==> src/rtl/stop_ctrl.sv <==
// Decode-stage flow controller: drives the PC stop_d/addr_d command
// and squashes branch/jump shadows, load-use hazards and post-halt slots.
module stop_ctrl #(
    parameter int         STALL_CYC = 1,
    parameter logic [5:0] ST_OP     = 6'd17
) (
    input  logic        clk,
    input  logic        rstd,
    input  logic [31:0] ins_d,
    input  logic        ins_v,
    input  logic        ex_load,
    input  logic [4:0]  ex_wreg,
    output logic [1:0]  stop_d,
    output logic [25:0] addr_d,
    output logic        bubble,
    output logic        halted
);

    typedef enum logic [1:0] {
        RUN,
        STALL,
        SHADOW,
        HALT
    } st_t;

    localparam logic [1:0] CMD_RUN  = 2'b00;
    localparam logic [1:0] CMD_JUMP = 2'b01;
    localparam logic [1:0] CMD_HOLD = 2'b10;
    localparam logic [1:0] CMD_BR   = 2'b11;

    st_t        st;
    st_t        st_nx;
    logic [1:0] cnt;
    logic [1:0] cnt_nx;

    logic [5:0] op;
    logic [4:0] rs;
    logic [4:0] rt;

    logic is_jmp;
    logic is_br;
    logic is_halt;
    logic rt_src;
    logic rs_hit;
    logic rt_hit;
    logic hazard;

    assign op = ins_d[31:26];
    assign rs = ins_d[25:21];
    assign rt = ins_d[20:16];

    always_comb begin
        is_jmp  = ins_v && (op == 6'd40 || op == 6'd41);
        is_br   = ins_v && ((op >= 6'd32 && op <= 6'd35) || op == 6'd42);
        is_halt = ins_v && (op == 6'd63);
        rt_src  = (op == 6'd0) || (op >= 6'd32 && op <= 6'd35)
                  || (op == ST_OP);
    end

    // Jump target and halt bits overlap rs/rt, so those never compare.
    always_comb begin
        rs_hit = !is_jmp && !is_halt && (rs == ex_wreg);
        rt_hit = rt_src && (rt == ex_wreg);
        hazard = ins_v && ex_load && (ex_wreg != 5'd0)
                 && (rs_hit || rt_hit);
    end

    always_comb begin
        stop_d = CMD_RUN;
        addr_d = '0;
        bubble = 1'b0;
        halted = 1'b0;
        st_nx  = st;
        cnt_nx = cnt;
        if (!rstd) begin
            unique case (st)
                RUN: begin
                    if (hazard) begin
                        stop_d = CMD_HOLD;
                        bubble = 1'b1;
                        if (STALL_CYC > 1) begin
                            st_nx  = STALL;
                            cnt_nx = 2'(STALL_CYC - 1);
                        end
                    end else if (is_halt) begin
                        st_nx = HALT;
                    end else if (is_jmp) begin
                        stop_d = CMD_JUMP;
                        addr_d = ins_d[25:0];
                        st_nx  = SHADOW;
                        cnt_nx = 2'd1;
                    end else if (is_br) begin
                        stop_d = CMD_BR;
                        st_nx  = SHADOW;
                        cnt_nx = 2'd2;
                    end
                end
                STALL: begin
                    stop_d = CMD_HOLD;
                    bubble = 1'b1;
                    cnt_nx = cnt - 2'd1;
                    if (cnt == 2'd1) st_nx = RUN;
                end
                SHADOW: begin
                    // Must stay 00 so the PC can resolve the branch.
                    bubble = 1'b1;
                    cnt_nx = cnt - 2'd1;
                    if (cnt == 2'd1) st_nx = RUN;
                end
                HALT: begin
                    bubble = 1'b1;
                    halted = 1'b1;
                end
            endcase
        end
    end

    always_ff @(posedge clk) begin
        if (rstd) begin
            st  <= RUN;
            cnt <= 2'd0;
        end else begin
            st  <= st_nx;
            cnt <= cnt_nx;
        end
    end

endmodule

==> config.mk <==
export PLATFORM = sky130hd
export DESIGN_NAME = stop_ctrl
export DESIGN_NICKNAME = d
export VERILOG_FILES = /design/src/rtl/stop_ctrl.sv
export SDC_FILE = /design/constraint.sdc
export NUM_CORES = 1
export LEC_CHECK = 0
export BUFFER_PORTS_ARGS = -buffer_cell sky130_fd_sc_hd__buf_2
export CAP_MARGIN = 20
export CORE_ASPECT_RATIO = 1.25
export CORE_MARGIN = 5
export CORE_UTILIZATION = 40
export DETAILED_ROUTE_END_ITERATION = 7
export GPL_ROUTABILITY_DRIVEN = 0
export PLACE_DENSITY_LB_ADDON = 0.2
export SYNTH_ARGS = -nofsm -noshare
export SYNTH_HDL_FRONTEND = slang
export SYNTH_SLANG_ARGS = --single-unit
==> constraint.sdc <==
create_clock -name clk -period 4.8 [get_ports clk]
set_input_delay 0.96 -clock clk [delete_from_list [all_inputs] [get_ports clk]]
set_output_delay 0.96 -clock clk [all_outputs]
set_load 0.05 [all_outputs]
==> reports/qor.yml <==
timing.critical_path.mode_cell: "buf_2"
ff2ff_setup_slack_ns: 3.06
worst_slew_pin_slew_ns: 0.468
met1Wirelength_um: 1030
cts_tree: "done"
start_util_pct: 42.4
antenna_found_initial: 0
grt_pass1_vias: 1078
grt_pass1_wl_um: 4290
grt_use_total_pct: 17.1
synth-edff-count: 0
cts-htree-levels: 1
p_leak_nw: 0.656
area_growth_pct: 46.5
critPathCaptureType: "output pin"
grt_overflow: 0
ys_seq_elements: 4
synth_warnings: 0
crit_required_ns: 3.84
clk_pin_slew_worst_paths_ns: 0.04
r2r-end: "cnt[0]$_SDFFE_PP0P_"
min_period_ns: 3.61
hold_viol: 0
utilization_pct: 62.1
synth_cells: 117
slowest_stage: "or4_1"
seq_area_frac_synth_pct: 9.54
ys_async_sr_fraction_pct: 0
yosysTopAreaCell: "and2_1"
root_buffer: "clkbuf_4"
rsz0062_at_grt: "no"
synth_top_area_share_pct: 19.4
worstHoldPathType: "reg -> reg"
clock-sinks: 4
post-place-ws_ns: 1.19
clockPowerShare_pct: 20.7
n_fill_cell: 191
core-area_um2: 1980
crit_path_start_kind: "input port"
switching_power_mw: 0.0845
synthAdderAreaFrac_pct: 5.96
setup_viol: 0
fin_skew_ns: 0.00251
synth_top_family_by_area: "simple AND/OR/NAND/NOR gates"
r2r-start: "st[0]$_SDFFE_PP0P_"
power-per-cell-area_nw_per_um2: 163
avgViaCountPerCell: 5.13
antenna_left: 0
top_layer_used: "met4"
peakVddDrop_mv: 0.109
synth_commonest_cells: "26 x and2_1, 9 x nor2_1, 9 x xnor2_1, 8 x inv_1, 6 x nand2_1"
ctsHoldBuffers: 0
maxCapViolations: 0
wirelength_um: 2660
critPathMaxStageDelay_ns: 0.54
holdPathEnd: "cnt[1]$_SDFFE_PP0P_"
io_buffers: 70
ys.flop_type: "dfxtp_1"
cts_setup_buffers: 0
combPwrFrac_pct: 57.3
synth_nets: 162
netlist_top_cells_area: "and2_1 19%, dfxtp_1 9.5%, xnor2_1 9.4%, ha_1 6.0%, nor2_1 4.0%"
hold_start: "cnt[1]$_SDFFE_PP0P_"
status: "finished clean"
critPathKind: "in -> out"
wl_met3_um: 274
max_freq_mhz: 277
met2_wirelength_um: 1350
synth-compound-area-share_pct: 17.7
sw_frac_of_total_pct: 42.1
firstDrtPassIters: 3
p_seq_share_pct: 21.9
ff2ff_path_depth: 7
synth_xor_area_share_pct: 11.5
drive_gt1_share_pct: 43.3
synthesis.area_um2: 840
grt_start_max_net_pins: 27
crit_chain: "buf_2 > or4_1 > o211ai_2 > nor2_1 > a21oi_4 > a21boi_0 > o22ai_1 > buf_2"
num_vias: 1062
num_io_pins: 71
rows: 18
crit_buf_inv: 2
die-area_um2: 3120
fin_ws_ns: 1.19
ctsLongestPathBuffers: 2
post_synth_num_cell_types: 38
critical_path.top_delay_family: "compound AO/OA/AOI/OAI gates"
nets: 234
n_antenna_cell: 0
internal-power_mw: 0.116
slew_headroom_pct: 68.5
ctsResizeCount: 0
routedWlPerCell_um: 12.8
clkLatencyLatePin_ns: 0.23
yosysMostFrequentCell: "and2_1"
numCtsBuffers: 3
die_w_um: 51.0
timing_max_transition_violations_final: 0
min_path_cells: 2
synthSimpleGateAreaFrac_pct: 44.4
drc: 0
crit_arrival_ns: 2.65
whs_ns: 0.480
synthMuxAreaShare_pct: 5.51
die_h_um: 61.2
crit_fanout: 7
fin_crit_sh_pct: 75.2
syn_avg_cell_area_um2: 7.18
first_iter_violations: 5
dp_hpwl_um: 2320
setup_tns_ns: 0
## worst register-to-register path: stages, from the launching register on
cell and delay [ns]:
dfxtp_1 0.39, inv_1 0.09, ha_1 0.36, inv_1 0.12, a211o_1 0.28, o211a_1 0.10, mux2_2 0.26, nor2_1 0.08
## sequential cells by signal (all words and copies together) (netlist names)
name  count
st        2
cnt       2
## stage by stage
| step | instances | power, mW | area (µm²) |
|---|---|---|---|
| finish | 207 | 0.201 | 1230 |
| global route | 207 | 0.218 | 1230 |
| CTS | 207 | 0.203 | 1230 |
| detailed placement | 204 | 0.160 | 1210 |
| global placement | 204 | 0.157 | 1210 |
| floorplan | 117 | 0.123 | 840 |
## cell families (layout without fill, tap and decap cells)
family | count (synthesis) | in the layout
simple gates | 63 | 63
compound gates | 19 | 19
flops | 4 | 4
fa+ha+maj | 4 | 4
xor+xnor | 11 | 11
mux | 4 | 4
buf+inv | 12 | 82
## power groups by stage
stage | clock network, mW | registers [mW] | logic, mW
4_1_cts | 0.0432 | 0.0440 | 0.115
3_5_place_dp | 0 | 0.0447 | 0.115
6_report | 0.0416 | 0.0440 | 0.115
3_3_place_gp | 0 | 0.0439 | 0.113
2_1_floorplan | 0 | 0.0429 | 0.0799
5_1_grt | 0.0447 | 0.0446 | 0.129
## per-layer routing
metal,vias up,track usage (%)
li1,542,-
met1,469,17.8
met2,49,32.8
met3,2,6.05
met4,0,3.65
met5,-,0
## cells in the final DEF, fill, tap and decap left out, types with 2 or more instances in the layout
| cell | Yosys | layout |
|---|---|---|
| nand2b_1 | 5 | 5 |
| dfxtp_1 | 4 | 4 |
| nand3_1 | 4 | 4 |
| nor2_1 | 9 | 9 |
| o211ai_1 | 2 | 2 |
| nor3_1 | 2 | 2 |
| o21ai_0 | 2 | 2 |
| a21oi_1 | 4 | 4 |
| a211o_1 | 2 | 2 |
| ha_1 | 4 | 4 |
| xnor2_1 | 9 | 9 |
| and3_1 | 2 | 2 |
| clkbuf_4 | 0 | 3 |
| inv_1 | 8 | 8 |
| mux2i_1 | 2 | 2 |
| and2_1 | 26 | 26 |
| nand2_1 | 6 | 6 |
| buf_2 | 0 | 70 |
| xor2_1 | 2 | 2 |
## worst max-delay path by stage
stage	from	to	cells after the start
finish	ex_wreg[0]	stop_d[1]	8
global route	ex_wreg[0]	stop_d[1]	8
CTS	ex_wreg[0]	stop_d[1]	8
detailed placement	ex_wreg[0]	stop_d[1]	8
global placement	ex_wreg[0]	stop_d[1]	8
floorplan	ex_wreg[0]	stop_d[0]	5
## final cells by class
class,instances,area [µm²],share of cell area (%)
Sequential cell,4,80.1,6.51
Timing Repair Buffer,71,358,29.1
Multi-Input combinational cell,101,714,58.1
Inverter,8,30.0,2.44
Clock buffer,3,22.5,1.83
Tap cell,20,25.0,2.03
Power figures use the tool's default switching activity.
